**src/rtl/vmcmp_seq_pkg.sv**
```systemverilog
// vmcmp_seq_pkg: shared vector-unit types (SEW codes, compare ops, sequencer states) and elements-per-beat helper
package vmcmp_seq_pkg;
  typedef enum logic [2:0] {SEW8, SEW16, SEW32, SEW64} sew_e;
  typedef enum logic [2:0] {OP_EQ, OP_NE, OP_LTU, OP_LT, OP_LEU, OP_LE, OP_GTU, OP_GT} opsel_e;
  typedef enum logic [1:0] {S_IDLE, S_ISSUE, S_WAIT, S_DRAIN} state_e;
  function automatic int epb(int dw, logic [2:0] sew);
    int e;
    e = (dw / 8) >> sew;
    return e < 1 ? 1 : e;
  endfunction
endpackage

```
**src/rtl/vmcmp_seq_meta_pipe.sv**
```systemverilog
// vmcmp_seq_meta_pipe: DEPTH-stage shift of {valid,start_idx,first,last,addr}; in_* captured each cycle, out_* after DEPTH cycles, zero when invalid
module vmcmp_seq_meta_pipe
  import vmcmp_seq_pkg::*;
#(
  parameter int DEPTH = 1,
  parameter int AW = 32
) (
  input  logic          clk,
  input  logic          rst,
  input  logic          in_valid,
  input  logic [7:0]    in_idx,
  input  logic          in_first,
  input  logic          in_last,
  input  logic [AW-1:0] in_addr,
  output logic          out_valid,
  output logic [7:0]    out_idx,
  output logic          out_first,
  output logic          out_last,
  output logic [AW-1:0] out_addr
);
  localparam int W = AW + 11;
  logic [W-1:0] sr [DEPTH];
  always_ff @(posedge clk)
    if (!rst)
      for (int i = 0; i < DEPTH; i++) sr[i] <= '0;
    else begin
      sr[0] <= in_valid ? {1'b1, in_idx, in_first, in_last, in_addr} : '0;
      for (int i = 1; i < DEPTH; i++) sr[i] <= sr[i-1];
    end
  assign {out_valid, out_idx, out_first, out_last, out_addr} = sr[DEPTH-1];
endmodule

```
**src/rtl/vmcmp_seq.sv**
```systemverilog
// vmcmp_seq: mask-compare sequencer; cmd_* handshake in, paired rd_* register-file reads, cmp_* beats to compare unit, busy/done status
module vmcmp_seq
  import vmcmp_seq_pkg::*;
#(
  parameter int REQ_DATA_WIDTH = 64,
  parameter int REQ_ADDR_WIDTH = 32,
  parameter int OPSEL_WIDTH = 3,
  parameter int VL_WIDTH = 9,
  parameter int RD_LAT = 1,
  parameter int CMP_LAT = 6
) (
  input  logic                      clk,
  input  logic                      rst,
  input  logic                      cmd_valid,
  output logic                      cmd_ready,
  input  logic [REQ_ADDR_WIDTH-1:0] cmd_vs2,
  input  logic [REQ_ADDR_WIDTH-1:0] cmd_vs1,
  input  logic [REQ_ADDR_WIDTH-1:0] cmd_vd,
  input  logic [2:0]                cmd_sew,
  input  logic [VL_WIDTH-1:0]       cmd_vl,
  input  logic [OPSEL_WIDTH-1:0]    cmd_opsel,
  output logic                      rd_req,
  input  logic                      rd_gnt,
  output logic [REQ_ADDR_WIDTH-1:0] rd_addr0,
  output logic [REQ_ADDR_WIDTH-1:0] rd_addr1,
  input  logic [REQ_DATA_WIDTH-1:0] rd_data0,
  input  logic [REQ_DATA_WIDTH-1:0] rd_data1,
  output logic                      cmp_valid,
  output logic [REQ_DATA_WIDTH-1:0] cmp_vec0,
  output logic [REQ_DATA_WIDTH-1:0] cmp_vec1,
  output logic [2:0]                cmp_sew,
  output logic [OPSEL_WIDTH-1:0]    cmp_opsel,
  output logic [7:0]                cmp_start_idx,
  output logic                      cmp_req_start,
  output logic                      cmp_req_end,
  output logic [REQ_ADDR_WIDTH-1:0] cmp_addr,
  output logic                      busy,
  output logic                      done
);
  localparam int AW = REQ_ADDR_WIDTH;
  localparam int VW = VL_WIDTH;
  localparam int EW = VL_WIDTH + 3;
  localparam int LGB = $clog2(REQ_DATA_WIDTH / 8);
  localparam int CW = $clog2(CMP_LAT + 2);
  state_e state;
  logic [AW-1:0] vs2_q, vs1_q, vd_q;
  logic [2:0] sew_q;
  logic [OPSEL_WIDTH-1:0] op_q;
  logic [VW-1:0] beats_q, beat_q, beats_n;
  logic [EW-1:0] elem_q, epb_q;
  logic [CW-1:0] cnt_q;
  logic [VW:0] vl_rnd;
  int lg;
  logic gnt, last_beat;
  logic m_valid, m_first, m_last;
  logic [7:0] m_idx;
  logic [AW-1:0] m_addr;
  // EPB is a power of two, so ceil(vl/EPB) is a round-up add and a shift
  always_comb begin
    lg = int'(cmd_sew) > LGB ? 0 : LGB - int'(cmd_sew);
    vl_rnd = {1'b0, cmd_vl} + (VW+1)'(epb(REQ_DATA_WIDTH, cmd_sew) - 1);
    beats_n = VW'(vl_rnd >> lg);
  end
  assign rd_req = state == S_ISSUE;
  assign gnt = rd_req & rd_gnt;
  assign last_beat = beat_q == beats_q - 1'b1;
  assign rd_addr0 = rd_req ? vs2_q + AW'(beat_q) : '0;
  assign rd_addr1 = rd_req ? vs1_q + AW'(beat_q) : '0;
  assign cmd_ready = state == S_IDLE;
  assign busy = !cmd_ready;
  assign done = state == S_DRAIN && cnt_q == '0;
  assign cmp_valid = m_valid;
  assign cmp_vec0 = m_valid ? rd_data0 : '0;
  assign cmp_vec1 = m_valid ? rd_data1 : '0;
  assign cmp_sew = m_valid ? sew_q : '0;
  assign cmp_opsel = m_valid ? op_q : '0;
  assign cmp_start_idx = m_idx;
  assign cmp_req_start = m_first;
  assign cmp_req_end = m_last;
  assign cmp_addr = m_addr;
  vmcmp_seq_meta_pipe #(.DEPTH(RD_LAT), .AW(AW)) u_meta (
    .clk(clk),
    .rst(rst),
    .in_valid(gnt),
    .in_idx({2'b0, elem_q[5:0]}),
    .in_first(beat_q == '0),
    .in_last(last_beat),
    .in_addr(vd_q + AW'(elem_q >> 6)),
    .out_valid(m_valid),
    .out_idx(m_idx),
    .out_first(m_first),
    .out_last(m_last),
    .out_addr(m_addr)
  );
  always_ff @(posedge clk)
    if (!rst) begin
      state <= S_IDLE;
      vs2_q <= '0;
      vs1_q <= '0;
      vd_q <= '0;
      sew_q <= '0;
      op_q <= '0;
      beats_q <= '0;
      beat_q <= '0;
      elem_q <= '0;
      epb_q <= '0;
      cnt_q <= '0;
    end else
      case (state)
        S_IDLE:
          if (cmd_valid) begin
            vs2_q <= cmd_vs2;
            vs1_q <= cmd_vs1;
            vd_q <= cmd_vd;
            sew_q <= cmd_sew;
            op_q <= cmd_opsel;
            beats_q <= beats_n;
            beat_q <= '0;
            elem_q <= '0;
            epb_q <= EW'(epb(REQ_DATA_WIDTH, cmd_sew));
            cnt_q <= '0;
            state <= cmd_vl == '0 ? S_DRAIN : S_ISSUE;
          end
        S_ISSUE:
          if (gnt) begin
            beat_q <= beat_q + 1'b1;
            elem_q <= elem_q + epb_q;
            if (last_beat) state <= S_WAIT;
          end
        S_WAIT:
          if (m_valid && m_last) begin
            cnt_q <= CW'(CMP_LAT);
            state <= S_DRAIN;
          end
        S_DRAIN:
          if (cnt_q == '0) state <= S_IDLE;
          else cnt_q <= cnt_q - 1'b1;
        default: state <= S_IDLE;
      endcase
endmodule

```
**config.mk**
```make
export PLATFORM = sky130hd
export DESIGN_NAME = vmcmp_seq
export DESIGN_NICKNAME = d
export VERILOG_FILES = /design/src/rtl/vmcmp_seq_pkg.sv /design/src/rtl/vmcmp_seq_meta_pipe.sv /design/src/rtl/vmcmp_seq.sv
export SDC_FILE = /design/constraint.sdc
export NUM_CORES = 1
export LEC_CHECK = 0
export CAP_MARGIN = 15
export CORE_AREA = 2 2 189 191
export DETAILED_ROUTE_END_ITERATION = 8
export DIE_AREA = 0 0 191 193
export PLACE_DENSITY = 0.75
export SLEW_MARGIN = 30
export SYNTH_ARGS = -nofsm -noshare
export SYNTH_HDL_FRONTEND = slang
export SYNTH_SLANG_ARGS = --single-unit
```
**constraint.sdc**
```tcl
create_clock -name clk -period 8.4 [get_ports clk]
set_input_delay 1.26 -clock clk [delete_from_list [all_inputs] [get_ports clk]]
set_output_delay 1.26 -clock clk [all_outputs]
set_load 0.01 [all_outputs]
```
Word level (Yosys, flattened, before mapping):

Memory sizes are Yosys's and may differ from the RTL's.
Cells that the tools add are included.

* bits in writable memories: 43
* output and inout port bits: 245
* register bits after elaboration: 149
* input bits: 243
* memories kept: 1

* shifts and indexed selects: 2
* magnitude comparators: 2
* bitwise logic cells: 1
* $add $sub $neg: 10
* muxes and demuxes: 30
* eq/ne operators: 10
* reductions and logical operators: 14

Memories
* u_meta.sr: depth 1, bits a word 43, rd ports 1, clocked after memory_dff 0, wr ports 1, RTL line vmcmp_seq_meta_pipe.sv:22 `logic [W-1:0] sr [DEPTH];`

Operators by type and width (number)
* $mux 64: 2
* $mux 32: 3
* $mux 43: 2
* $add 32x9->32: 2
* $reduce_or 43->1: 1
* $mux 12: 3
* $add 32x6->32: 1
* $lt 32x2->1 const B: 1
* $shr 10x32->9: 1
* $shr 4x3->32 const A: 1
* $pmux 12 s2: 1
* $logic_not 9->1: 2
* $mux 9: 2
* $pmux 9 s2: 1
* $mux 3: 5
* $add 12x12->12: 1
* $mux 2: 6
* $add 9x10->10: 1
* $sub 10x2->10 const B: 1
* $add 9x1->9 const B: 1
* $eq 9x9->1: 1
* $pmux 3 s3: 1
* $sub 9x1->9 const B: 1
* $pmux 2 s4: 1
* other kinds (19): 27

Longest topological paths before layout:

* depth in word-level cells: 6
* mapped depth: 13
* mapped depth without buffers: 13

Hierarchy:

A second synthesis with hierarchy kept.

* cells, all modules: 1446
* area, all modules: 11439.7 µm²

By module, submodules not included
* vmcmp_seq: cells each 1352, area each 10229.8 µm², times used 1, sequential area each 2822.7 µm²
* vmcmp_seq_meta_pipe: cells each 94, area each 1209.9 µm², times used 1, sequential area each 860.8 µm²

Least setup slack after synthesis:

OpenSTA, ideal clock, no wires.

* kind: input to register
* from: input port cmd_sew[1]
* to: register beats_q[6]
* setup time: 0.095 ns
* stages on the path: 12
* data arrival time: 3.618 ns
* path slack: 4.687 ns
* cell sequence: nor2_1 -> nand2_1 -> ha_1 -> inv_1 -> fa_1 -> a21oi_1 -> o211ai_1 -> nor4_1 -> nor2_1 -> xnor2_1 -> or2_2 -> a221oi_1

* word-level cells in the longest chain between the ends: 6
* elaborated cells between the ends (all ways): 9
* those cells by class: add/sub (3); order compare (2); shift (2); mux (2)

RTL lines
* from (decl): RTL line vmcmp_seq.sv:19 `input logic [2:0] cmd_sew,`
* $shr 4x3->32: RTL line vmcmp_seq_pkg.sv:8 `e = (dw / 8) >> sew;`
* $lt 32x2->1: RTL line vmcmp_seq_pkg.sv:9 `return e < 1 ? 1 : e;`
* $mux 12
* $sub 10x2->10: RTL line vmcmp_seq.sv:61 `vl_rnd = {1'b0, cmd_vl} + (VW+1)'(epb(REQ_DATA_WIDTH, cmd_sew) - 1);`
* $add 9x10->10: RTL line vmcmp_seq.sv:61
* $shr 10x32->9 *: RTL line vmcmp_seq.sv:62 `beats_n = VW'(vl_rnd >> lg);`
* to (signal assigned): RTL line vmcmp_seq.sv:117 `beats_q <= beats_n;`
* to (decl): RTL line vmcmp_seq.sv:49 `logic [VW-1:0] beats_q, beat_q, beats_n;`

Mark *: on every way between the ends. The rest lies on a longest branch, timed or not.
A chain may end at the register's enable or synchronous reset.

Worst setup path in the final report:

* from: register beat_q[1]
* to: output port rd_addr1[15]

* word-level cells in the longest chain between the ends: 2

RTL lines
* from (decl): RTL line vmcmp_seq.sv:49
* from (signal assigned): RTL line vmcmp_seq.sv:126 `beat_q <= beat_q + 1'b1;`
* $add 32x9->32: RTL line vmcmp_seq.sv:68 `assign rd_addr1 = rd_req ? vs1_q + AW'(beat_q) : '0;`
* $mux 32: RTL line vmcmp_seq.sv:68
* to (decl): RTL line vmcmp_seq.sv:25 `output logic [REQ_ADDR_WIDTH-1:0] rd_addr1,`

No other way between the ends.

==> out/results.ini <==
[clocking]
clockBufferDepth = 2
ctsResizeCount = 0
clock_latency_ns = 0.44
clk_pin_slew_ns = 0.08
cts_tree = yes
htreeDepth = 4
cts_sinks = 182
numCtsBuffers = 17
holdBufCountCts = 0
root_buffer = clkbuf_16
post_cts_buffers = 0

[yosys]
synth-edff-count = 0
synthArstFlopShare = 0
seq_area_frac_synth = 0.329
synth-seq-cells = 182
yosys_warnings = 0
syn_area_um2 = 11100
syn_inst = 1453
synth_area_per_cell_um2 = 7.63
ys_types = 66
synthFlopType = dfxtp_1

[final_layout]
fin_util = 0.485
drive_gt1_frac = 0.0358
regArea_um2 = 3650
final_cells = 2375
nets = 2185
multi_input_area_um2 = 6960
syn_to_final_growth_pct = 53.0
nFillCells = 3415

[timing]
setup_ws_ns = 3.40
finalCritPeriodShare = 0.595
finalClockSkew_ns = 0.0151
holdWs_ns = 0.453
fmax_mhz = 200
finalMaxSlewViolations = 0
tightest_slew_ns = 0.888
setup_violations = 0
slew_headroom = 0.405
post-route-min-period_ns = 5.00
final-hold-violation-count = 0
setup-tns-final_ns = 0
rsz0062_at_grt = no

[die]
ios = 488
die_w_um = 191
fp.coreArea_um2 = 35000
die_area_um2 = 36900
start_util = 0.317
die_y_um = 193
fp-row-count = 69

[critical_path]
critPathBufInv = 1
cp-end-kind = output port
cp_slowest_cell = a31oi_1
rrSetupSlack_ns = 5.51
max_stage_delay_ns = 0.71
worstPathRequired_ns = 7.14
r2r_cells = 7
cp-start-kind = flop
crit_chain = ha_1 > a21o_1 > a21oi_1 > o21bai_1 > a31oi_1 > and4b_1 > xor2_1 > and2_1 > clkdlybuf4s50_1
cp.depth = 9
crit_type = flop to output port
crit_fanout = 9
critPathArrivalTime_ns = 3.74
crit_family = compound AO/OA/AOI/OAI gates

[detailed_routing]
drt-total-wl_mm = 47.0
drc = 0
wire_per_inst_um = 19.8
firstDrtPassIters = 5
via_count = 11926
drt_iter0_drc = 642
viasPerCell = 5.02
drtAntennaViolNets = 0

[job]
drv_cap = 0

[global_route]
use_met1 = 0.290
grt_max_degree = 90
antenna_found_initial = 22
grt_pass1_vias = 11235
grt_overflow = 0
met2_usage = 0.413
grt_pass1_wl_mm = 67.2
grt_util_met3 = 0.0487
grt_usage = 0.243
grt-busiest-layer = met2

[place]
place_ws_ns = 3.28
place.gp.congestion = 0.902
port_buffers = 485
place_inst = 2327
dp_hpwl_mm = 37.8

[power_and_ir_drop]
leakagePower_nw = 6.48
powerDensity_nw_per_um2 = 172
peakVddDrop_v = 0.000160

[status]
status = finished clean

[worst_hold_path]
hold_class = flop to flop
whs_path_depth = 2

## worst register-to-register path, stage by stage (launching register included)
cell     delay, ns
dfxtp_1       0.46
nand3_1       0.17
nor2_1        0.23
nand4_1       0.62
or3_1         0.72
nor4_2        0.31
xnor2_1       0.16
nor2_1        0.07
## layer usage
layer	part of all wire	up-vias	routed length, um
li1	-	5709	-
met1	0.40	5686	19000
met2	0.49	434	22900
met3	0.064	95	3000
met4	0.046	2	2140
met5	0.00019	-	9
## registers in the layout (all words and copies together) (netlist names)
name       cells
sew_q          3
vd_q          32
state          2
elem_q        12
vs1_q         32
op_q           3
vs2_q         32
cnt_q          3
beats_q        9
epb_q          4
beat_q         9
u_meta.sr     41
## where the power goes
part           internal (mW)  switching (mW)  total [mW]
sequential             0.957           0.104        1.06
combinational          0.468           0.556        1.02
clock                  0.453           0.380       0.833
total                   1.88            1.04        2.92
## cells by family after synthesis
group                      Yosys count  share of synthesized area
and+or+nand+nor                    713                      0.327
AOI/OAI and AO/OA                  250                      0.136
DFF                                182                      0.329
buffers and inverters              133                     0.0462
xor gates and xnor gates           108                     0.0853
adders and majority gates           57                     0.0677
muxes                                9                    0.00824
other                                1                   0.000338
## layout make-up
cell class,instances,area share
Timing Repair Buffer,494,0.292
Sequential cell,182,0.215
Clock inverter,12,0.00856
Clock buffer,20,0.0263
Antenna cell,16,0.00236
Multi-Input combinational cell,1139,0.410
Inverter,51,0.0114
Tap cell,461,0.0340
## final timing paths
kind                  start                to
setup reg to reg    vd_q[6]  u_meta.sr[0][31]
setup / recovery  beat_q[1]      rd_addr1[15]
hold reg to reg    sew_q[2]          sew_q[2]
hold / removal     sew_q[2]          sew_q[2]
## stage by stage
step	power, mW	cell area, um^2
final	2.92	17000
after global placement	2.08	16300
after detailed placement	2.11	16300
after global routing	3.08	17000
after CTS	2.94	16900
after floorplan	1.62	11100
## synth_stat cells, types with 4 or more instances
| cell | count | share of area |
|---|---|---|
| nand2_1 | 263 | 0.089 |
| clkbuf_1 | 71 | 0.024 |
| nand2b_1 | 10 | 0.0056 |
| a2111oi_2 | 5 | 0.0068 |
| nand4_1 | 17 | 0.0096 |
| nor3b_1 | 5 | 0.0034 |
| and2_1 | 202 | 0.11 |
| inv_1 | 50 | 0.017 |
| o31ai_1 | 5 | 0.0034 |
| o21bai_1 | 5 | 0.0034 |
| nor2b_1 | 8 | 0.0045 |
| and3_1 | 21 | 0.012 |
| fa_1 | 5 | 0.0090 |
| nor2_1 | 82 | 0.028 |
| a21boi_0 | 4 | 0.0027 |
| a211oi_1 | 13 | 0.0088 |
| o21a_1 | 5 | 0.0034 |
| a21oi_1 | 148 | 0.067 |
| and4_1 | 6 | 0.0047 |
| dfxtp_1 | 182 | 0.33 |
| xor2_1 | 34 | 0.027 |
| a22oi_1 | 5 | 0.0034 |
| nand3_1 | 44 | 0.020 |
| a21o_1 | 16 | 0.011 |
| ha_1 | 52 | 0.059 |
| or3_1 | 8 | 0.0045 |
| xnor2_1 | 74 | 0.058 |
| or2_2 | 6 | 0.0034 |
| nor3_1 | 17 | 0.0077 |
| o21ai_0 | 21 | 0.0095 |
| buf_1 | 5 | 0.0017 |
| o211ai_1 | 4 | 0.0027 |
| mux2i_1 | 8 | 0.0072 |
| nor4_1 | 6 | 0.0034 |
## cell usage in the layout, fill, tap and decap left out, types with 8 or more instances in the layout
cell type | synthesis | routed
nor3_1 | 17 | 16
and3_1 | 21 | 21
mux2i_1 | 8 | 8
and2_1 | 202 | 201
nand3_1 | 44 | 44
a211oi_1 | 13 | 13
o21ai_0 | 21 | 21
dfxtp_1 | 182 | 181
nand2b_1 | 10 | 10
ha_1 | 52 | 51
clkdlybuf4s50_1 | 0 | 485
nand2_1 | 263 | 262
inv_1 | 50 | 49
xor2_1 | 34 | 34
clkbuf_16 | 0 | 17
nor2b_1 | 8 | 8
diode_2 | 0 | 16
a21o_1 | 16 | 16
xnor2_1 | 74 | 74
or3_1 | 8 | 8
nor2_1 | 82 | 82
nand4_1 | 17 | 17
a21oi_1 | 148 | 147
No activity file was read; power rests on OpenSTA's default activity.
